`src/rtl/ycbcr2rgb_if.sv`:
```
// ---------------------------------------------------------------------------
// ycbcr2rgb_if -- pixel stream bundle for the YCbCr -> RGB converter.
//
// Source side (master) drives:
//   iY, iCb, iCr        input pixel components, unsigned
//   iHSync, iVSync      input timing
//   iLineValid          input line-active qualifier
//   iFrameValid         input frame-active qualifier
//   iMode               1 = convert, 0 = bypass (sampled at frame start)
// Converter side (slave) drives:
//   oR, oG, oB          output pixel
//   oHSync, oVSync      timing delayed to match the pixel
//   oLineValid          delayed line qualifier
//   oFrameValid         delayed frame qualifier
//   oModeActive         mode of the frame currently at the output
//   oClampCount         clamped components in the last completed output frame
// ---------------------------------------------------------------------------
interface ycbcr2rgb_if #(
    parameter int DATA_W = 8
);
    logic [DATA_W-1:0] iY;
    logic [DATA_W-1:0] iCb;
    logic [DATA_W-1:0] iCr;
    logic              iHSync;
    logic              iVSync;
    logic              iLineValid;
    logic              iFrameValid;
    logic              iMode;

    logic [DATA_W-1:0] oR;
    logic [DATA_W-1:0] oG;
    logic [DATA_W-1:0] oB;
    logic              oHSync;
    logic              oVSync;
    logic              oLineValid;
    logic              oFrameValid;
    logic              oModeActive;
    logic [15:0]       oClampCount;

    modport master (
        output iY, iCb, iCr, iHSync, iVSync, iLineValid, iFrameValid, iMode,
        input  oR, oG, oB, oHSync, oVSync, oLineValid, oFrameValid,
        input  oModeActive, oClampCount
    );

    modport slave (
        input  iY, iCb, iCr, iHSync, iVSync, iLineValid, iFrameValid, iMode,
        output oR, oG, oB, oHSync, oVSync, oLineValid, oFrameValid,
        output oModeActive, oClampCount
    );
endinterface

```
`src/rtl/ycbcr2rgb.sv`:
```
// ---------------------------------------------------------------------------
// ycbcr2rgb -- three-stage BT.601 full-range YCbCr -> RGB converter.
//
// Ports:
//   iClk     pixel clock, all state on the rising edge
//   iRst_n   asynchronous active-low reset; clears every register
//   bus      ycbcr2rgb_if.slave: pixel/timing in, pixel/timing out,
//            oModeActive and the per-frame oClampCount
//
// Pixels and timing leave exactly three cycles after they enter, in both
// convert and bypass mode. The mode is sampled on the input rising edge of
// iFrameValid and rides down the pipeline with the pixel. Components that
// clamp are counted only for converted pixels inside line&frame valid; the
// total is published when oFrameValid falls.
// ---------------------------------------------------------------------------
module ycbcr2rgb #(
    parameter int DATA_W = 8,
    parameter int COEF_W = 10
) (
    input  logic       iClk,
    input  logic       iRst_n,
    ycbcr2rgb_if.slave bus
);
    localparam int DIFF_W = DATA_W + 1;
    localparam int PROD_W = 19;
    localparam int SUM_W  = DATA_W + 3;
    localparam int CNT_W  = 16;

    localparam logic signed [COEF_W-1:0] K_R_CR = COEF_W'(359);
    localparam logic signed [COEF_W-1:0] K_G_CB = COEF_W'(88);
    localparam logic signed [COEF_W-1:0] K_G_CR = COEF_W'(183);
    localparam logic signed [COEF_W-1:0] K_B_CB = COEF_W'(454);

    localparam logic signed [DIFF_W-1:0] CHROMA_MID = DIFF_W'(128);
    localparam logic signed [PROD_W-1:0] ROUND_HALF = PROD_W'(128);
    localparam logic signed [SUM_W-1:0]  PIX_MAX    = SUM_W'(255);
    localparam logic [DATA_W-1:0]        SIGN_FLIP  = {1'b1, {(DATA_W-1){1'b0}}};

    // Sign-extend both operands to the product width before multiplying.
    function automatic logic signed [PROD_W-1:0] mulK(
        input logic signed [COEF_W-1:0] k,
        input logic signed [DIFF_W-1:0] d
    );
        return PROD_W'(k) * PROD_W'(d);
    endfunction

    // Floor-divide the rounded Q8 chroma term and add luma.
    function automatic logic signed [SUM_W-1:0] addLuma(
        input logic [DATA_W-1:0]        y,
        input logic signed [PROD_W-1:0] s
    );
        logic signed [PROD_W-1:0] q;
        q = s >>> 8;
        return $signed({{(SUM_W-DATA_W){1'b0}}, y}) + $signed(q[SUM_W-1:0]);
    endfunction

    function automatic logic isClamped(input logic signed [SUM_W-1:0] v);
        return v[SUM_W-1] || (v > PIX_MAX);
    endfunction

    function automatic logic [DATA_W-1:0] clampPix(input logic signed [SUM_W-1:0] v);
        if (v[SUM_W-1])
            return '0;
        else if (v > PIX_MAX)
            return '1;
        else
            return v[DATA_W-1:0];
    endfunction

    function automatic logic [CNT_W-1:0] satAdd(
        input logic [CNT_W-1:0] acc,
        input logic [1:0]       n
    );
        logic [CNT_W:0] s;
        s = {1'b0, acc} + {{(CNT_W-1){1'b0}}, n};
        return s[CNT_W] ? '1 : s[CNT_W-1:0];
    endfunction

    // Frame-start mode latch: the first pixel of a frame already uses the
    // freshly sampled iMode; later pixels use the latched copy.
    logic fvPrev;
    logic modeLatch;
    logic frameRise;
    logic modeCur;

    assign frameRise = bus.iFrameValid & ~fvPrev;
    assign modeCur   = frameRise ? bus.iMode : modeLatch;

    logic [DATA_W-1:0]        y_p1, y_p2;
    logic signed [DIFF_W-1:0] dCb_p1, dCr_p1, dCb_p2, dCr_p2;
    logic signed [PROD_W-1:0] sumR_p2, sumG_p2, sumB_p2;
    logic [3:0]               tim_p1, tim_p2, tim_p3;   // {hs, vs, lv, fv}
    logic                     mode_p1, mode_p2, mode_p3;
    logic [DATA_W-1:0]        r_p3, g_p3, b_p3;
    logic [1:0]               nClamp_p3;

    logic signed [SUM_W-1:0]  rawR, rawG, rawB;
    logic                     clR, clG, clB;

    assign rawR = addLuma(y_p2, sumR_p2);
    assign rawG = addLuma(y_p2, sumG_p2);
    assign rawB = addLuma(y_p2, sumB_p2);
    assign clR  = isClamped(rawR);
    assign clG  = isClamped(rawG);
    assign clB  = isClamped(rawB);

    always_ff @(posedge iClk or negedge iRst_n) begin
        if (!iRst_n) begin
            fvPrev    <= 1'b0;
            modeLatch <= 1'b0;
            y_p1      <= '0;
            dCb_p1    <= '0;
            dCr_p1    <= '0;
            tim_p1    <= '0;
            mode_p1   <= 1'b0;
            y_p2      <= '0;
            dCb_p2    <= '0;
            dCr_p2    <= '0;
            sumR_p2   <= '0;
            sumG_p2   <= '0;
            sumB_p2   <= '0;
            tim_p2    <= '0;
            mode_p2   <= 1'b0;
            r_p3      <= '0;
            g_p3      <= '0;
            b_p3      <= '0;
            tim_p3    <= '0;
            mode_p3   <= 1'b0;
            nClamp_p3 <= '0;
        end else begin
            fvPrev <= bus.iFrameValid;
            if (frameRise)
                modeLatch <= bus.iMode;

            // ---- S1: register inputs, centre chroma ----
            y_p1    <= bus.iY;
            dCb_p1  <= $signed({1'b0, bus.iCb}) - CHROMA_MID;
            dCr_p1  <= $signed({1'b0, bus.iCr}) - CHROMA_MID;
            tim_p1  <= {bus.iHSync, bus.iVSync, bus.iLineValid, bus.iFrameValid};
            mode_p1 <= modeCur;

            // ---- S2: Q8 products and sums with the rounding half ----
            y_p2    <= y_p1;
            dCb_p2  <= dCb_p1;
            dCr_p2  <= dCr_p1;
            sumR_p2 <= mulK(K_R_CR, dCr_p1) + ROUND_HALF;
            sumG_p2 <= ROUND_HALF - mulK(K_G_CB, dCb_p1) - mulK(K_G_CR, dCr_p1);
            sumB_p2 <= mulK(K_B_CB, dCb_p1) + ROUND_HALF;
            tim_p2  <= tim_p1;
            mode_p2 <= mode_p1;

            // ---- S3: shift, add luma, clamp, register outputs ----
            tim_p3  <= tim_p2;
            mode_p3 <= mode_p2;
            if (mode_p2) begin
                r_p3      <= clampPix(rawR);
                g_p3      <= clampPix(rawG);
                b_p3      <= clampPix(rawB);
                nClamp_p3 <= {1'b0, clR} + {1'b0, clG} + {1'b0, clB};
            end else begin
                // Raw chroma is the centred value with its top bit flipped.
                r_p3      <= y_p2;
                g_p3      <= dCb_p2[DATA_W-1:0] ^ SIGN_FLIP;
                b_p3      <= dCr_p2[DATA_W-1:0] ^ SIGN_FLIP;
                nClamp_p3 <= '0;
            end
        end
    end

    // Clamp accounting runs on the registered output stream, so a frame's
    // total is complete exactly when oFrameValid drops.
    logic             ofvPrev;
    logic             outFrameFall;
    logic [CNT_W-1:0] clampAcc;
    logic [CNT_W-1:0] clampCount;

    assign outFrameFall = ofvPrev & ~tim_p3[0];

    always_ff @(posedge iClk or negedge iRst_n) begin
        if (!iRst_n) begin
            ofvPrev    <= 1'b0;
            clampAcc   <= '0;
            clampCount <= '0;
        end else begin
            ofvPrev <= tim_p3[0];
            if (outFrameFall) begin
                clampCount <= clampAcc;
                clampAcc   <= '0;
            end else if (tim_p3[0] && tim_p3[1]) begin
                clampAcc <= satAdd(clampAcc, nClamp_p3);
            end
        end
    end

    assign bus.oR          = r_p3;
    assign bus.oG          = g_p3;
    assign bus.oB          = b_p3;
    assign bus.oHSync      = tim_p3[3];
    assign bus.oVSync      = tim_p3[2];
    assign bus.oLineValid  = tim_p3[1];
    assign bus.oFrameValid = tim_p3[0];
    assign bus.oModeActive = mode_p3;
    assign bus.oClampCount = clampCount;
endmodule

```
`src/flat_wrapper.sv`:
```
// flat-port wrapper written by rule: the top's interface ports become plain ports
module ycbcr2rgb_flat 
#(
    parameter int DATA_W = 8,
    parameter int COEF_W = 10
)
  (iClk, iRst_n, bus_iY, bus_iCb, bus_iCr, bus_iHSync, bus_iVSync, bus_iLineValid, bus_iFrameValid, bus_iMode, bus_oR, bus_oG, bus_oB, bus_oHSync, bus_oVSync, bus_oLineValid, bus_oFrameValid, bus_oModeActive, bus_oClampCount);
  ycbcr2rgb_if #(.DATA_W(DATA_W)) bus_i ();
  input  logic iClk;
  input  logic iRst_n;
  input wire logic [$bits(bus_i.iY)-1:0] bus_iY;
  input wire logic [$bits(bus_i.iCb)-1:0] bus_iCb;
  input wire logic [$bits(bus_i.iCr)-1:0] bus_iCr;
  input wire logic [$bits(bus_i.iHSync)-1:0] bus_iHSync;
  input wire logic [$bits(bus_i.iVSync)-1:0] bus_iVSync;
  input wire logic [$bits(bus_i.iLineValid)-1:0] bus_iLineValid;
  input wire logic [$bits(bus_i.iFrameValid)-1:0] bus_iFrameValid;
  input wire logic [$bits(bus_i.iMode)-1:0] bus_iMode;
  output wire logic [$bits(bus_i.oR)-1:0] bus_oR;
  output wire logic [$bits(bus_i.oG)-1:0] bus_oG;
  output wire logic [$bits(bus_i.oB)-1:0] bus_oB;
  output wire logic [$bits(bus_i.oHSync)-1:0] bus_oHSync;
  output wire logic [$bits(bus_i.oVSync)-1:0] bus_oVSync;
  output wire logic [$bits(bus_i.oLineValid)-1:0] bus_oLineValid;
  output wire logic [$bits(bus_i.oFrameValid)-1:0] bus_oFrameValid;
  output wire logic [$bits(bus_i.oModeActive)-1:0] bus_oModeActive;
  output wire logic [$bits(bus_i.oClampCount)-1:0] bus_oClampCount;
  assign bus_i.iY = bus_iY;
  assign bus_i.iCb = bus_iCb;
  assign bus_i.iCr = bus_iCr;
  assign bus_i.iHSync = bus_iHSync;
  assign bus_i.iVSync = bus_iVSync;
  assign bus_i.iLineValid = bus_iLineValid;
  assign bus_i.iFrameValid = bus_iFrameValid;
  assign bus_i.iMode = bus_iMode;
  assign bus_oR = bus_i.oR;
  assign bus_oG = bus_i.oG;
  assign bus_oB = bus_i.oB;
  assign bus_oHSync = bus_i.oHSync;
  assign bus_oVSync = bus_i.oVSync;
  assign bus_oLineValid = bus_i.oLineValid;
  assign bus_oFrameValid = bus_i.oFrameValid;
  assign bus_oModeActive = bus_i.oModeActive;
  assign bus_oClampCount = bus_i.oClampCount;
  ycbcr2rgb #(.DATA_W(DATA_W), .COEF_W(COEF_W)) u_core (.iClk(iClk), .iRst_n(iRst_n), .bus(bus_i));
endmodule
```
`config.mk`:
```
export PLATFORM = sky130hd
export DESIGN_NAME = ycbcr2rgb_flat
export DESIGN_NICKNAME = d
export VERILOG_FILES = /design/src/rtl/ycbcr2rgb_if.sv /design/src/rtl/ycbcr2rgb.sv /design/src/flat_wrapper.sv
export SDC_FILE = /design/constraint.sdc
export NUM_CORES = 1
export LEC_CHECK = 0
export ABC_CLOCK_PERIOD_IN_PS = 6100
export CAP_MARGIN = 20
export CELL_PAD_IN_SITES_DETAIL_PLACEMENT = 1
export CELL_PAD_IN_SITES_GLOBAL_PLACEMENT = 1
export CORE_MARGIN = 3
export CORE_UTILIZATION = 25
export CTS_CLUSTER_SIZE = 20
export DETAILED_ROUTE_END_ITERATION = 10
export PLACE_DENSITY_LB_ADDON = 0.3
export SLEW_MARGIN = 20
export SYNTH_ARGS = -nofsm -noshare
export SYNTH_HDL_FRONTEND = slang
export SYNTH_SLANG_ARGS = --single-unit
```
`constraint.sdc`:
```
create_clock -name iClk -period 6.1 [get_ports iClk]
set_input_delay 0.61 -clock iClk [delete_from_list [all_inputs] [get_ports iClk]]
set_output_delay 0.61 -clock iClk [all_outputs]
set_load 0.05 [all_outputs]
```
==> impl_metrics.json <==
{
  "p_leak_nw": 7.15,
  "grtUsageTotal_pct": 12.6,
  "root_buffer": "clkbuf_16",
  "drive_gt1_share_pct": 7.00,
  "ios": 76,
  "clkLatencyLatePin_ps": 490,
  "finalClockSkew_ps": 17.6,
  "worst_pin_slew_ps": 965,
  "ys_seq_area_share_pct": 31.2,
  "multi_input_area_um2": 7890,
  "drc_errors": 0,
  "cap_violations": 0,
  "synthCells": 1257,
  "drtIter0Drc": 344,
  "slew_viol_final": 0,
  "worst_ep_required_time_ps": 6470,
  "ctsHoldBuffers": 0,
  "die_height_um": 229,
  "synthArstFlopShare_pct": 100,
  "h-tree-depth": 4,
  "nets": 1668,
  "antenna_left": 0,
  "pre_cts_slack_ps": -130,
  "grt_pass1_vias": 9707,
  "grt_pass1_wl_um": 51900,
  "antenna_found_initial": 0,
  "ys.flop_type": "dfrtp_1",
  "synth_largest_area_cell": "dfrtp_1",
  "synth_cell_types": 72,
  "arrival_ps": 6200,
  "avgRoutedWirePerCell_um": 15.6,
  "gp_congestion": 0.820,
  "synth_top_area_share_pct": 31.2,
  "hold_viol": 0,
  "drtPass1Iterations": 4,
  "seqPwrFrac_pct": 19.8,
  "status": "complete, no violations",
  "fin_crit_sh_pct": 95.5,
  "syn_area_um2": 12400,
  "cts_max_path_buffers": 2,
  "p_switching_mw": 3.45,
  "grt_remaining_overflow": 0,
  "worstPathMaxFanout": 5,
  "holdCritPathClass": "primary input to async pin",
  "yosysMostFrequentCell": "ha_1",
  "synth_edf_count": 0,
  "start_util_pct": 25.3,
  "final_util_pct": 30.1,
  "ir_drop_mv": 0.310,
  "placed_area_um2": 14100,
  "end_kind": "flop",
  "row_count": 81,
  "critPathLaunchType": "flop",
  "critPathKind": "flop to flop",
  "diodes": 0,
  "coreArea_um2": 49100,
  "ys_seq_elements": 155,
  "finalPower_mw": 7.29,
  "die_x_um": 229,
  "via_per_inst": 4.48,
  "slew-limit-headroom_pct": 35.6,
  "maxClockFrequency_ghz": 0.172,
  "clk_pin_slew_worst_paths_ps": 80,
  "synth.avg_cell_area_um2": 9.89,
  "ys_warn_count": 0,
  "seq_area_um2": 3880,
  "cts_tree": "built",
  "setup_tns_ps": 0,
  "fin_crit_ps": 5820,
  "setup_ws_ps": 275,
  "grt_max_degree": 100,
  "power_frac_comb_pct": 65.5,
  "area_growth_pct": 18.6,
  "post_synth_main_area_contributors": "dfrtp_1 31%, ha_1 22%, fa_1 10%",
  "swShare_pct": 47.3,
  "routed_wl_um": 31800,
  "p_int_mw": 3.84,
  "synth_nets": 1566,
  "final_cell_area_um2": 14700,
  "synth_common_cells": "214 x ha_1, 170 x inv_1, 155 x dfrtp_1",
  "fp.dieArea_um2": 52400,
  "setup_violations": 0,
  "cts_buffers": 17,
  "vias": 9114,
  "hpwlAfterDp_um": 25700,
  "n_fill_cell": 5690,
  "p_clk_share_pct": 14.7,
  "port_buffers": 75,
  "cts_sinks": 155,
  "power-per-cell-area_nw_per_um2": 495,
  "rsz0062_at_grt": "no"
}
[through the flow]
stage               hold slack (ps)  std cells
finish                          238       2036
global route                    294       2036
CTS                             264       2033
detailed placement              336       2001
global placement                334       2001
floorplan                       314       1257
[repair_timing]
item	4_1_cts	5_1_grt
setup endpoints to repair	2	3
endpoints found under the hold margin	0	0
resized for setup	2	12
buffers inserted	0	3
pin swaps	0	4
[cell type report]
| class | count | area share [%] |
|---|---|---|
| multi-input combinational | 917 | 53.5 |
| sequential | 155 | 26.3 |
| timing repair buffer | 97 | 6.22 |
| tap | 664 | 5.63 |
| inverter | 171 | 4.35 |
| clock buffer | 18 | 2.91 |
| clock inverter | 14 | 1.03 |
[logic make-up (layout without fill, tap and decap cells)]
| family | count (synthesis) | after routing | share of synthesized area (%) |
|---|---|---|---|
| AND/OR/NAND/NOR | 319 | 319 | 12.4 |
| flip-flops | 155 | 155 | 31.2 |
| multiplexers | 5 | 5 | 0.413 |
| buffers and inverters | 185 | 300 | 5.74 |
| adder cells (fa/ha/maj) | 278 | 278 | 31.8 |
| XOR/XNOR | 76 | 76 | 5.54 |
| AO/OA/AOI/OAI | 239 | 239 | 12.9 |
[layer usage]
metal / vias to the layer above / track usage (%) / part of all wire, %
met5: - / 0 / 0
met3: 29 / 3.35 / 2.9
met1: 4509 / 16.1 / 46
li1: 4491 / - / -
met4: 0 / 2.80 / 1.3
met2: 85 / 21.5 / 49
[worst paths after layout]
path                            depth (start not counted)  slack [ps]              from            endpoint
worst max-delay path                                   25         280  u_core.dCr_p1[0]  u_core.sumG_p2[18]
worst min-delay path                                    1         240            iRst_n      u_core.ofvPrev
worst max register to register                         25         280  u_core.dCr_p1[0]  u_core.sumG_p2[18]
worst min register to register                          0         350  u_core.tim_p1[1]    u_core.tim_p2[1]
max in group asynchronous                               2        4450            iRst_n    u_core.dCr_p1[7]
min in group iClk                                       0         350  u_core.tim_p1[1]    u_core.tim_p2[1]
[power by group through the flow]
stage / sequential (mW) / clock (mW) / combinational (mW)
after CTS: 1.46 / 1.12 / 4.77
final: 1.44 / 1.07 / 4.78
after floorplan: 1.72 / 0 / 3.18
after global placement: 1.47 / 0 / 4.64
after global routing: 1.48 / 1.17 / 5.37
after detailed placement: 1.48 / 0 / 4.73
[state kept, by name, summed over array words and instances, names as in the netlist, 8 cells and up]
| register | flops |
|---|---|
| u_core.dCr_p2 | 8 |
| u_core.sumR_p2 | 11 |
| u_core.bus.oR | 8 |
| u_core.bus.oB | 8 |
| u_core.bus.oClampCount | 16 |
| u_core.sumG_p2 | 11 |
| u_core.dCb_p2 | 8 |
| u_core.dCb_p1 | 8 |
| u_core.bus.oG | 8 |
| u_core.clampAcc | 16 |
| u_core.sumB_p2 | 11 |
| u_core.dCr_p1 | 8 |
| u_core.y_p1 | 8 |
| u_core.y_p2 | 8 |
[cells in the final DEF (no fill, tap or decap), types with 9 or more instances in the layout]
master,Yosys,layout
a21o_1,22,22
a21oi_1,79,74
buf_4,1,22
clkbuf_16,0,17
clkdlybuf4s50_1,0,74
dfrtp_1,155,153
fa_1,64,62
ha_1,214,213
inv_1,170,170
nand2_1,117,117
nand2b_1,16,16
nand3_1,20,20
nor2_1,70,70
nor2b_1,17,17
nor3_1,14,14
o21a_1,12,12
o21ai_0,36,35
o21ai_1,13,13
or2_2,9,9
xnor2_1,57,57
xor2_1,16,16
[worst max-delay path: stages, from the launching register on]
cell and delay, ps:
dfrtp_1 410, inv_1 110, ha_1 320, inv_1 60
fa_1 470, inv_1 40, ha_1 260, inv_1 50
fa_1 520, inv_1 40, ha_1 280, ha_1 240
fa_2 360, a21o_1 210, a21oi_2 150, o21ai_0 120
a21oi_1 260, o21bai_1 110, xnor2_1 130, ha_1 280
ha_1 360, and3_1 200, a211oi_2 230, buf_4 170
nor4b_1 50, a311oi_1 280
No activity file was read; power rests on OpenSTA's default activity.
